==> config.mk <==
export PLATFORM = sky130hd
export DESIGN_NAME = alu_exec_unit_flat
export DESIGN_NICKNAME = d
export VERILOG_FILES = /design/src/rtl/alu_exec_if.sv /design/src/rtl/alu_exec_unit.sv /design/src/flat_wrapper.sv
export SDC_FILE = /design/constraint.sdc
export NUM_CORES = 1
export LEC_CHECK = 0
export CORE_MARGIN = 2
export CORE_UTILIZATION = 55
export CTS_BUF_LIST = sky130_fd_sc_hd__clkbuf_4
export DETAILED_ROUTE_END_ITERATION = 7
export PLACE_DENSITY = 0.78
export SYNTH_ARGS = -nofsm -noshare
export SYNTH_HDL_FRONTEND = slang
export SYNTH_SLANG_ARGS = --single-unit
==> constraint.sdc <==
create_clock -name clk -period 9.3 [get_ports clk]
set_clock_uncertainty 0.15 [all_clocks]
set_input_delay 2.79 -clock clk [delete_from_list [all_inputs] [get_ports clk]]
set_output_delay 2.79 -clock clk [all_outputs]
set_load 0.02 [all_outputs]
==> src/rtl/alu_exec_if.sv <==
// Request/response bundle between the ALU control logic and alu_exec_unit.
// slave = execution unit side, master = requester/consumer side.
interface alu_exec_if #(
    parameter int DATA_W = 32
);
    logic              in_valid;
    logic              in_ready;
    logic [3:0]        alu_op;
    logic [DATA_W-1:0] op_a;
    logic [DATA_W-1:0] op_b;
    logic [4:0]        shamt;
    logic              out_valid;
    logic              out_ready;
    logic [DATA_W-1:0] result;
    logic              zero;
    logic              illegal;

    modport slave (
        input  in_valid, alu_op, op_a, op_b, shamt, out_ready,
        output in_ready, out_valid, result, zero, illegal
    );

    modport master (
        output in_valid, alu_op, op_a, op_b, shamt, out_ready,
        input  in_ready, out_valid, result, zero, illegal
    );
endinterface

==> src/rtl/alu_exec_unit.sv <==
// Registered ALU with valid/ready handshake; sll is iterative unless the
// ALU_FAST_SHIFT_EN macro selects a single-cycle barrel shifter.
module alu_exec_unit #(
    parameter int DATA_W = 32
) (
    input  logic        clk,
    input  logic        rst_n,
    alu_exec_if.slave   bus
);
    typedef enum logic {IDLE, SHIFT} state_t;

    state_t            r_state;
    logic [4:0]        r_cnt;
    logic [DATA_W-1:0] r_shreg;
    logic              r_out_valid;
    logic [DATA_W-1:0] r_result;
    logic              r_zero;
    logic              r_illegal;

    logic [DATA_W-1:0] w_alu_res;
    logic              w_illegal;
    logic              w_sll_iter;
    logic              w_in_ready;
    logic              w_accept;
    logic [DATA_W-1:0] w_shift_next;

    // NOTE: every always_comb output gets a default first so no path infers a latch.
    always_comb begin
        w_alu_res = '0;
        w_illegal = 1'b0;
        unique case (bus.alu_op)
            4'b0000, 4'b0010, 4'b0011: w_alu_res = bus.op_a + bus.op_b;
            4'b1000:                   w_alu_res = bus.op_a - bus.op_b;
            4'b0101, 4'b0110:          w_alu_res = bus.op_a & bus.op_b;
            4'b0111:                   w_alu_res = ~(bus.op_a | bus.op_b);
            4'b1011: w_alu_res = {{(DATA_W-1){1'b0}}, ($signed(bus.op_a) < $signed(bus.op_b))};
            4'b1001, 4'b1010:          w_alu_res = bus.op_a;
`ifdef ALU_FAST_SHIFT_EN
            4'b0100:                   w_alu_res = bus.op_b << bus.shamt;
`else
            // Only reached with shamt == 0; nonzero amounts go through SHIFT.
            4'b0100:                   w_alu_res = bus.op_b;
`endif
            default: begin
                w_alu_res = '0;
                w_illegal = 1'b1;
            end
        endcase
    end

`ifdef ALU_FAST_SHIFT_EN
    assign w_sll_iter = 1'b0;
`else
    assign w_sll_iter = (bus.alu_op == 4'b0100) && (bus.shamt != 5'd0);
`endif

    assign w_in_ready   = rst_n && (r_state == IDLE) && (!r_out_valid || bus.out_ready);
    assign w_accept     = bus.in_valid && w_in_ready;
    assign w_shift_next = r_shreg << 1;

    // NOTE: sequential state uses non-blocking assignments only.
    // NOTE: r_shreg is pure datapath and is deliberately left out of reset.
    always_ff @(posedge clk) begin
        if (!rst_n) begin
            r_state     <= IDLE;
            r_cnt       <= '0;
            r_out_valid <= 1'b0;
            r_result    <= '0;
            r_zero      <= 1'b0;
            r_illegal   <= 1'b0;
        end else begin
            unique case (r_state)
                IDLE: begin
                    if (w_accept) begin
                        if (w_sll_iter) begin
                            r_shreg     <= bus.op_b;
                            r_cnt       <= bus.shamt;
                            r_state     <= SHIFT;
                            r_out_valid <= 1'b0;
                        end else begin
                            r_result    <= w_alu_res;
                            r_zero      <= (w_alu_res == '0);
                            r_illegal   <= w_illegal;
                            r_out_valid <= 1'b1;
                        end
                    end else if (r_out_valid && bus.out_ready) begin
                        r_out_valid <= 1'b0;
                    end
                end
                SHIFT: begin
                    if (r_cnt == 5'd1) begin
                        r_result    <= w_shift_next;
                        r_zero      <= (w_shift_next == '0);
                        r_illegal   <= 1'b0;
                        r_out_valid <= 1'b1;
                        r_cnt       <= '0;
                        r_state     <= IDLE;
                    end else begin
                        r_shreg <= w_shift_next;
                        r_cnt   <= r_cnt - 5'd1;
                    end
                end
                default: r_state <= IDLE;
            endcase
        end
    end

    assign bus.in_ready  = w_in_ready;
    assign bus.out_valid = r_out_valid;
    assign bus.result    = r_result;
    assign bus.zero      = r_zero;
    assign bus.illegal   = r_illegal;
endmodule

==> src/flat_wrapper.sv <==
// flat-port wrapper written by rule: the top's interface ports become plain ports
module alu_exec_unit_flat 
#(
    parameter int DATA_W = 32
)
  (clk, rst_n, bus_in_valid, bus_alu_op, bus_op_a, bus_op_b, bus_shamt, bus_out_ready, bus_in_ready, bus_out_valid, bus_result, bus_zero, bus_illegal);
  alu_exec_if #(.DATA_W(DATA_W)) bus_i ();
  input  logic clk;
  input  logic rst_n;
  input wire logic [$bits(bus_i.in_valid)-1:0] bus_in_valid;
  input wire logic [$bits(bus_i.alu_op)-1:0] bus_alu_op;
  input wire logic [$bits(bus_i.op_a)-1:0] bus_op_a;
  input wire logic [$bits(bus_i.op_b)-1:0] bus_op_b;
  input wire logic [$bits(bus_i.shamt)-1:0] bus_shamt;
  input wire logic [$bits(bus_i.out_ready)-1:0] bus_out_ready;
  output wire logic [$bits(bus_i.in_ready)-1:0] bus_in_ready;
  output wire logic [$bits(bus_i.out_valid)-1:0] bus_out_valid;
  output wire logic [$bits(bus_i.result)-1:0] bus_result;
  output wire logic [$bits(bus_i.zero)-1:0] bus_zero;
  output wire logic [$bits(bus_i.illegal)-1:0] bus_illegal;
  assign bus_i.in_valid = bus_in_valid;
  assign bus_i.alu_op = bus_alu_op;
  assign bus_i.op_a = bus_op_a;
  assign bus_i.op_b = bus_op_b;
  assign bus_i.shamt = bus_shamt;
  assign bus_i.out_ready = bus_out_ready;
  assign bus_in_ready = bus_i.in_ready;
  assign bus_out_valid = bus_i.out_valid;
  assign bus_result = bus_i.result;
  assign bus_zero = bus_i.zero;
  assign bus_illegal = bus_i.illegal;
  alu_exec_unit #(.DATA_W(DATA_W)) u_core (.clk(clk), .rst_n(rst_n), .bus(bus_i));
endmodule
After elaboration in Yosys (flattened, before gate mapping)
Index checks and enable logic that the tools add are counted.

storage, ports and cells
  logic and storage cells = 82
  output and inout bits = 36
  bits in registers = 72
  input port bits = 77

cells by class
  add/sub/neg operators = 3
  bitwise gates (word level) = 4
  $lt $le $gt $ge = 1
  reduce and logical (&&, ||, !) cells = 19
  equality and inequality tests = 17
  muxes and demuxes = 31

operator list
  operator              number
  $pmux W32 S7          1
  $mux W32              3
  $mux W31              3
  $logic_not A32 Y1     2
  $pmux W32 S2          1
  $pmux W31 S2          1
  $add A32 B32 Y32      1
  $and A32 B32 Y32      1
  $lt A32 B32 Y1        1
  $not A32 Y32          1
  $or A32 B32 Y32       1
  $sub A32 B32 Y32      1
  $eq A4 B3 Y1 const B  4
  $eq A4 B4 Y1 const B  4
  $mux W5               3
  $mux W1               14
  $reduce_or A11 Y1     1
  $pmux W5 S2           1
  $eq A4 B2 Y1 const B  2
  $pmux W1 S2           4
  $ne A2 B2 Y1 const B  3
  $eq A5 B1 Y1 const B  1
  $logic_and A1 B1 Y1   5
  $reduce_bool A5 Y1    1
  other kinds (12)      15

Depth between registers and ports, before layout
Gate-level depths: netlist of the first run.

  depth after elaboration = 7
  gate-level depth with buffers = 15

Worst setup path before layout of the first run
OpenSTA, ideal clock, no wires.

  kind = input to register
  start point = input rst_n
  end point = register u_core.r_shreg[0], enable pin
  path buffers = 1
  cell stages on the path = 4
  setup slack = 2.542 ns
  setup time = 0.467 ns
  data arrival time = 6.141 ns
  cell sequence = buf_2 -> nor3b_1 -> nand3_1 -> a21boi_0

between the ends
  word-level cells in the longest chain between the ends = 5

ends and longest elaborated chain
  what                              line                 text
  start, declared                   flat_wrapper.sv:9    input logic rst_n;
  $logic_and A1 B1 Y1 (2 in a row)  alu_exec_unit.sv:57  assign w_in_ready = rst_n && (r_state == IDLE) && (!r_out_valid || bus.out_ready);
  net bus_in_ready                  flat_wrapper.sv:16   output wire logic [$bits(bus_i.in_ready)-1:0] bus_in_ready;
  $logic_and A1 B1 Y1               alu_exec_unit.sv:58  assign w_accept = bus.in_valid && w_in_ready;
  $ne A2 B1 Y1 (no line)            n/a
  $reduce_and A4 Y1 (no line)       n/a
  end signal, assigned              alu_exec_unit.sv:76  r_shreg <= bus.op_b;
  end signal, assigned              alu_exec_unit.sv:99  r_shreg <= w_shift_next;
  end, declared                     alu_exec_unit.sv:14  logic [DATA_W-1:0] r_shreg;

The timed path passes the listed nets, and every way through them passes these cells.
A chain may end at the register's enable or synchronous reset.

Worst setup path in the final report of the first run
  start point = input rst_n
  end point = output bus_in_ready

between the ends
  word-level cells in the longest chain between the ends = 2

ends and longest elaborated chain
  what                              line
  $logic_and A1 B1 Y1 (2 in a row)  alu_exec_unit.sv:57
  end, declared                     flat_wrapper.sv:16

No other way between the ends.

==> flow_summary.yaml, run 1 <==
routing:
  wirelength_um: 34500
  drc: 0
  via_count: 10500
  wire_per_inst_um: 22.0
  vias_per_cell: 6.72
  drt_iter0_drc: 1136
  ant_nets: 0
  first_pass_iters: 6
setup_path:
  path_cells: "clkdlybuf4s50_1 > buf_4 > nor3b_1 > clkdlybuf4s50_1"
  r2r_end: "u_core.bus.zero"
  crit_top_cell: "clkdlybuf4s50_1"
  slowest_delay_ps: 650
  crit_buf_inv: 3
  path_delay_family: "buffers and inverters"
  path_class: "in -> out"
  crit_arrival_ps: 4560
  startpoint_type: "primary input"
  r2r_slack_ps: 5070
  rr_startpoint: "u_core.r_state"
  r2r_cells: 11
  end_kind: "primary output"
  cp.required_ps: 6360
  cp_slowest_cell: "clkdlybuf4s50_1"
  cp_max_fo: 46
timing:
  fin_setup_tns_ps: 0
  tightest_slew_ps: 1210
  period_minus_slack_ps: 7500
  timing_hold_violations_final: 0
  fin_ws_ps: 1800
  setup_viol: 0
  period_share_pct: 80.6
  rsz0062_at_grt: "false"
  max_freq_mhz: 133
  final-max-slew-violation-count: 0
  slew_headroom_pct: 19.1
worst_hold_path:
  hold_class: "reg -> reg"
  min_path_cells: 2
  hold_path_end: "u_core.bus.result[30]"
  min_from: "u_core.bus.result[30]"
cells_and_area:
  area_growth_pct: 13.2
  final_cells: 1564
  layout-drive-gt1-share_pct: 4.64
  nets: 1525
floorplanning:
  die_h_um: 137
  start_util_pct: 56.2
  die_area_um2: 18700
  fp-row-count: 48
  io_pins: 113
  fp.dieW_um: 137
  core_um2: 17200
cts:
  cts_made_buffers: 9
  insertion_delay_ps: 470
  post_cts_resize_count: 0
  cts_root_buf: "clkbuf_4"
  cts.sinks: 72
  clock_path_buffers: 2
  path_clk_slew_ps: 120
  htreeDepth: 3
  cts_hold_buf: 0
  tritoncts: "built"
  postCtsSetupBuffers: 0
pwr:
  peakVddDrop_uv: 79.5
  p_leak_uw: 0.00442
  seq_power_share_pct: 31.0
  p_int_uw: 649
  power.density_nw_per_um2: 102
  switchingPower_uw: 467
  switching_share_pct: 41.8
  p_comb_share_pct: 47.2
  clkPwrFrac_pct: 21.8
run_status:
  status: "finished clean"
yosys:
  synth_cell_type_count: 91
  netlist_area_um2: 9690
  synth_fp_nets: 1483
  synth_warnings: 0
  syn-mean-instance-area_um2: 7.51
  synth-edff-count: 31
  synth_seq_area_share_pct: 18.1
  synth-seq-cells: 72
  netlist_instances: 1290
  synthFlopType: "dfxtp_1"
  postSynth.asyncResetShare_pct: 0
global_route:
  grt_pass1_wl_um: 52500
  grt_max_degree: 89
  antenna_found_initial: 1
  grt_pass1_vias: 9478
  grt-ovfl-total: 0
  grt_usage_pct: 36.3
place:
  hpwlAfterDp_um: 26300
  dpl.cell_count: 1546
  dpl_worst_slack_ps: 1770
  globalplace.congestion: 1.06
  portBuffers: 112
run:
  cap_violations: 0
per-layer routing:
| layer | vias to the layer above | global-route usage [%] | wire length [µm] |
|---|---|---|---|
| met3 | 107 | 5.48 | 3630 |
| met5 | - | 0 | 0 |
| met1 | 4881 | 50.1 | 14500 |
| li1 | 4862 | - | - |
| met4 | 0 | 11.3 | 1070 |
| met2 | 661 | 58.1 | 15300 |
cell families (layout without fill, tap and decap cells):
kind of cell,count (synthesis),after routing,synth area share (%)
simple gates,382,382,19.3
fa+ha+maj,116,116,15.1
mux,48,48,5.01
other cells,0,2,0
flops,72,72,18.1
buf+inv,194,241,8.12
compound gates,469,469,33.5
xor+xnor,9,9,0.813
power by group through the flow:
stage	Clock, µW	Combinational, µW	Sequential [µW]
CTS	242	509	346
finish	243	526	346
detailed placement	0	506	353
global route	252	563	347
floorplan	0	324	363
global placement	0	501	353
Yosys cell counts, types with 7 or more instances:
| cell type | count | area share, % |
|---|---|---|
| nand4_1 | 12 | 0.77 |
| nand3_1 | 26 | 1.3 |
| buf_1 | 9 | 0.35 |
| o31ai_1 | 23 | 1.8 |
| nor4_1 | 16 | 1.0 |
| mux2i_1 | 44 | 4.5 |
| nor2b_1 | 20 | 1.3 |
| nand2_1 | 127 | 4.9 |
| o221ai_1 | 11 | 0.99 |
| and2_1 | 21 | 1.4 |
| nor2_1 | 87 | 3.4 |
| dfxtp_1 | 41 | 8.5 |
| a21o_1 | 11 | 0.85 |
| a211oi_1 | 50 | 3.9 |
| clkbuf_1 | 56 | 2.2 |
| o21bai_1 | 7 | 0.54 |
| a31oi_1 | 13 | 0.84 |
| a221o_1 | 14 | 1.4 |
| a221oi_1 | 11 | 0.99 |
| a21oi_1 | 98 | 5.1 |
| a22oi_1 | 13 | 1.0 |
| buf_2 | 22 | 1.1 |
| ha_1 | 114 | 15 |
| o22ai_1 | 7 | 0.45 |
| inv_1 | 101 | 3.9 |
| o211ai_1 | 14 | 1.1 |
| edfxtp_1 | 31 | 9.6 |
| a21boi_0 | 31 | 2.4 |
| nor3_1 | 23 | 1.2 |
| o21ai_0 | 88 | 4.5 |
| nand2b_1 | 13 | 0.84 |
registers in the layout, indices dropped and copies added (netlist names):
signal	count
u_core.r_state	1
u_core.r_shreg	31
u_core.bus.illegal	1
u_core.r_cnt	5
u_core.bus.out_valid	1
u_core.bus.zero	1
u_core.bus.result	32
worst max path at each step:
stage / start / endpoint / cells after the start / slack, ps
after floorplan: rst_n / u_core.r_shreg[0] / 4 / 2540
after global routing: rst_n / bus_in_ready / 4 / 1670
after CTS: rst_n / bus_in_ready / 4 / 1810
after global placement: bus_op_b[10] / u_core.bus.zero / 13 / 1800
after detailed placement: bus_op_b[10] / u_core.bus.zero / 13 / 1770
final: rst_n / bus_in_ready / 4 / 1800
final cells by class:
type,count,area (µm²)
Clock buffer,10,75.1
Clock inverter,6,90.1
Tap cell,225,282
Fill cell,1620,6270
Timing Repair Buffer,124,1200
Inverter,101,379
Multi-Input combinational cell,1024,7180
Sequential cell,72,1750
Antenna cell,2,5.00
metrics by stage:
stage,area [µm²],total power (µW),utilization [%],hold slack (ps)
after floorplan,9690,687,-,345
after global placement,10800,854,62.6,299
after detailed placement,10800,860,62.6,303
after CTS,11000,1100,63.6,320
after global routing,11000,1160,63.6,351
final,11000,1120,63.6,318
layout by cell type, fill, tap and decap left out, types with 6 or more instances in the layout:
cell	n
buf_4	13
and2_1	22
a22oi_1	13
nand2b_1	13
edfxtp_1	31
a22o_1	6
ha_1	114
nand4_1	12
xnor2_1	6
a221oi_1	11
clkbuf_4	10
nand2_1	127
mux2i_1	44
a21boi_0	30
nor3_1	22
a21o_1	11
nor2_1	86
nor2b_1	19
a211oi_1	50
dfxtp_1	40
a221o_1	14
nand3_1	26
nor4_1	16
o211ai_1	14
o21ai_0	88
o31ai_1	23
o221ai_1	11
clkdlybuf4s50_1	110
a21oi_1	98
o21bai_1	7
inv_1	101
a31oi_1	13
o22ai_1	7
tightest hold or removal path: cells and delay by family, from the launching register on:
family	cells	cell delay, ps
AOI/OAI and AO/OA	1	50
and+or+nand+nor	1	50
DFF	1	330
Note: power is estimated with default switching activity, not from simulation.
==> inputs of run 2 (changes only) <==
Settings changed: CORE_UTILIZATION 55 to 54, PLACE_DENSITY 0.78 to 0.79.
Clock period 9.3 ns to 6 ns, I/O delays scaled along.
==> flow_summary.yaml, run 2 (same netlist as run 1, synthesis figures left out) <==
floorplanning:
  fp-row-count: 48
  core_um2: 17400
  fp.dieW_um: 138
  io_pins: 113
  start_util_pct: 55.6
  die_area_um2: 19000
  die_h_um: 138
pwr:
  peakVddDrop_uv: 216
  total_power_uw: 1900
  p_leak_uw: 0.00537
  power.density_nw_per_um2: 152
timing:
  max_freq_mhz: 171
  slew_headroom_pct: 42.4
  tightest_slew_ps: 855
  fin_setup_tns_ps: 0
  period_minus_slack_ps: 5850
  final-max-slew-violation-count: 0
  setup_viol: 0
  period_share_pct: 97.5
  timing_hold_violations_final: 0
setup_path:
  startpoint_type: "primary input"
  path_class: "in -> reg"
  crit_arrival_ps: 6070
  r2r_end: "u_core.bus.zero"
  r2r_slack_ps: 1960
  r2r_cells: 11
  end_kind: "register"
  rr_startpoint: "u_core.r_cnt[0]"
  cp_max_fo: 4
  cp.required_ps: 6220
cells_and_area:
  seq_area_um2: 1750
  area_growth_pct: 28.4
  final_cells: 1761
  multi_input_area_um2: 7170
  n_fill_cell: 1484
  largest_reg_flops: 32
  layout-drive-gt1-share_pct: 16.9
  final_cell_mix: "buf_4, nand2_1, ha_1"
  final_common_cell: "buf_4"
  nets: 1723
cts:
  insertion_delay_ps: 450
  cts_root_buf: "clkbuf_4"
  post_cts_resize_count: 0
  tritoncts: "built"
  clock_path_buffers: 2
  path_clk_slew_ps: 130
  cts.sinks: 72
  htreeDepth: 3
  cts_made_buffers: 9
run:
  cap_violations: 0
place:
  hpwlAfterDp_um: 29900
  dpl.cell_count: 1743
  portBuffers: 112
  globalplace.congestion: 1.03
worst_hold_path:
  min_from: "u_core.bus.result[15]"
  hold_path_end: "u_core.bus.result[15]"
  min_path_cells: 2
  hold_class: "reg -> reg"
global_route:
  antenna_found_initial: 1
  grt_usage_pct: 38.8
  grt_max_degree: 63
  grt_pass1_wl_um: 56700
  grt_pass1_vias: 10600
  grt-ovfl-total: 0
routing:
  vias_per_cell: 6.40
  via_count: 11300
  drc: 0
  drt_iter0_drc: 1311
  wire_per_inst_um: 21.1
  ant_nets: 0
  wirelength_um: 37200
  first_pass_iters: 8
run_status:
  status: "finished clean"
run 2: final cells by class:
type | count | area share [%]
Multi-Input combinational cell | 1024 | 57.6
Timing Repair Buffer | 322 | 21.6
Sequential cell | 72 | 14.1
Inverter | 101 | 3.05
Tap cell | 225 | 2.26
Clock inverter | 6 | 0.734
Clock buffer | 10 | 0.603
Antenna cell | 1 | 0.0201
run 2: metrics by stage:
stage	area (µm²)	setup WS [ps]	utilization, %	hold WS [ps]
6_report	12400	151	71.5	320
5_1_grt	12400	-9.36	71.5	356
4_1_cts	12400	144	71.4	324
3_5_place_dp	12300	-302	70.4	308
3_3_place_gp	12300	-186	70.4	298
2_1_floorplan	9690	232	-	345
run 2: routing by layer:
metal	vias up	GRT usage, %	share of wire (%)
met3	121	5.15	8.7
met5	-	0	0
li1	5251	-	-
met1	5256	51.6	42
met4	0	16.0	4.2
met2	635	63.3	45
run 2: report_power, final:
group | internal [µW] | switching (µW) | total [µW]
sequential | 527 | 10.4 | 538
clock | 176 | 194 | 370
combinational | 434 | 555 | 989
total | 1140 | 760 | 1900
run 2: how the worst max path moves through the flow:
stage | from | end | slack, ps | cells past startpoint
3_5_place_dp | bus_op_a[0] | u_core.bus.zero | -300 | 16
5_1_grt | bus_op_a[0] | u_core.bus.zero | -9 | 17
3_3_place_gp | bus_op_b[0] | u_core.bus.zero | -190 | 15
4_1_cts | bus_op_a[0] | u_core.bus.zero | 140 | 16
6_report | bus_op_b[0] | u_core.bus.zero | 150 | 15
2_1_floorplan | rst_n | u_core.r_shreg[0] | 230 | 4
run 2: what timing repair did:
| item | 4_1_cts | 5_1_grt |
|---|---|---|
| setup buffers | 0 | 1 |
| hold buffers | 0 | 0 |
| endpoints found under the setup margin | 0 | 1 |
run 2: worst max-delay path, stage by stage:
cell and delay (ps):
clkdlybuf4s50_1 470, ha_1 270, fa_1 400, a21oi_1 170, o21bai_1 170, a21oi_1 430
o221ai_1 290, buf_4 200, xnor2_1 110, a221oi_1 520, buf_4 220, and4_1 170
nand4_1 110, or4_1 440, o41ai_2 300
==> inputs of run 3 (changes only) <==
Settings changed: PLACE_DENSITY 0.79 to 0.81.
==> flow_summary.yaml, run 3 (same netlist as run 1, synthesis figures left out) <==
timing:
  setup_viol: 0
  period_minus_slack_ps: 5740
  fin_setup_tns_ps: 0
  slew_headroom_pct: 45.1
  final-max-slew-violation-count: 0
  timing_hold_violations_final: 0
  rsz0062_at_grt: "false"
  max_freq_mhz: 174
  period_share_pct: 95.7
  tightest_slew_ps: 802
  fin_ws_ps: 257
cts:
  insertion_delay_ps: 470
  cts_hold_buf: 0
  cts_made_buffers: 9
  post_cts_resize_count: 0
  cts.sinks: 72
  htreeDepth: 3
  tritoncts: "built"
  postCtsSetupBuffers: 0
  clock_path_buffers: 2
  path_clk_slew_ps: 150
  cts_root_buf: "clkbuf_4"
setup_path:
  end_kind: "register"
  r2r_cells: 11
  cp_slowest_cell: "clkdlybuf4s50_1"
  cp_max_fo: 3
  startpoint_type: "primary input"
  crit_top_cell: "nand4_1"
  path_class: "in -> reg"
  slowest_delay_ps: 490
  path_cells: "clkdlybuf4s50_1 > inv_1 > ha_1 > fa_1 > o21bai_1 > buf_4 > a21oi_1 > a221o_1 > a222oi_1 > nand4_1 > nor4_2 > nor4b_2 > and4_1 > nand4_1 > or4_1 > o41ai_2"
  cp.required_ps: 6240
  crit_arrival_ps: 5980
cells_and_area:
  final_cells: 1730
  n_fill_cell: 1505
  seq_area_um2: 1750
  final_common_cell: "buf_4"
  multi_input_area_um2: 7170
  layout-drive-gt1-share_pct: 15.2
  area_growth_pct: 26.2
  nets: 1692
  final_cell_mix: "buf_4, nand2_1, ha_1"
  largest_reg_flops: 32
global_route:
  grt_max_degree: 64
  grt_pass1_wl_um: 57200
  antenna_found_initial: 1
  grt_pass1_vias: 10500
  grt_usage_pct: 39.1
  grt-ovfl-total: 0
floorplanning:
  die_h_um: 138
  die_area_um2: 19000
  fp-row-count: 48
  fp.dieW_um: 138
  start_util_pct: 55.6
  core_um2: 17400
  io_pins: 113
run_status:
  status: "finished clean"
routing:
  wirelength_um: 37400
  wire_per_inst_um: 21.6
  via_count: 11300
  drc: 0
  first_pass_iters: 6
  ant_nets: 0
  vias_per_cell: 6.55
  drt_iter0_drc: 1370
place:
  portBuffers: 112
  globalplace.congestion: 1.06
  hpwlAfterDp_um: 30300
  dpl.cell_count: 1713
  dpl_worst_slack_ps: -159
run:
  cap_violations: 0
worst_hold_path:
  hold_class: "reg -> reg"
  min_path_cells: 2
pwr:
  peakVddDrop_uv: 195
  p_leak_uw: 0.00522
  power.density_nw_per_um2: 154
## run 3: cell count changes in the layout (fill, tap and decap cells not counted), sizes merged
cell / before / now
clkinv: 1 / 2
buf: 212 / 181
clkbuf: 10 / 9
## run 3: power by group
part	switching [µW]	internal, µW	leakage, µW
sequential	10.7	527	0.000613
clock	205	170	0.0000844
combinational	555	415	0.00452
## run 3: area by class of cell
| cell class | count | area share (%) |
|---|---|---|
| Sequential cell | 72 | 14.3 |
| Inverter | 101 | 3.10 |
| Clock buffer | 9 | 0.552 |
| Tap cell | 225 | 2.30 |
| Clock inverter | 7 | 0.767 |
| Multi-Input combinational cell | 1024 | 58.6 |
| Antenna cell | 1 | 0.0205 |
| Timing Repair Buffer | 291 | 20.3 |
## run 3: worst paths after layout
kind / startpoint / endpoint / slack, ps
max: bus_op_a[0] / u_core.bus.zero / 260
min: u_core.bus.result[17] / u_core.bus.result[17] / 320
max reg2reg: u_core.r_cnt[0] / u_core.bus.zero / 2110
min reg2reg: u_core.bus.result[17] / u_core.bus.result[17] / 320
## run 3: routing by layer
metal	GRT usage [%]	share of wire, %	vias to the layer above
met5	0	0	-
met4	12.3	2.8	0
met3	5.15	9.9	83
met2	63.4	45	710
met1	54.0	42	5341
li1	-	-	5197
## run 3: critical path: cells and delay by family
kind                       cells  cell delay (ps)
buffers and inverters          3              690
adders and majority gates      2              650
AOI/OAI and AO/OA              5             1330
and+or+nand+nor                6             1520
## run 3: per-stage QoR
step | util, % | cell area (µm²) | power (µW) | hold slack [ps]
after floorplan | - | 9690 | 1070 | 345
after global placement | 69.3 | 12100 | 1470 | 296
after detailed placement | 69.3 | 12100 | 1490 | 307
after CTS | 70.2 | 12200 | 1850 | 322
after global routing | 70.2 | 12200 | 1960 | 347
final | 70.2 | 12200 | 1880 | 320
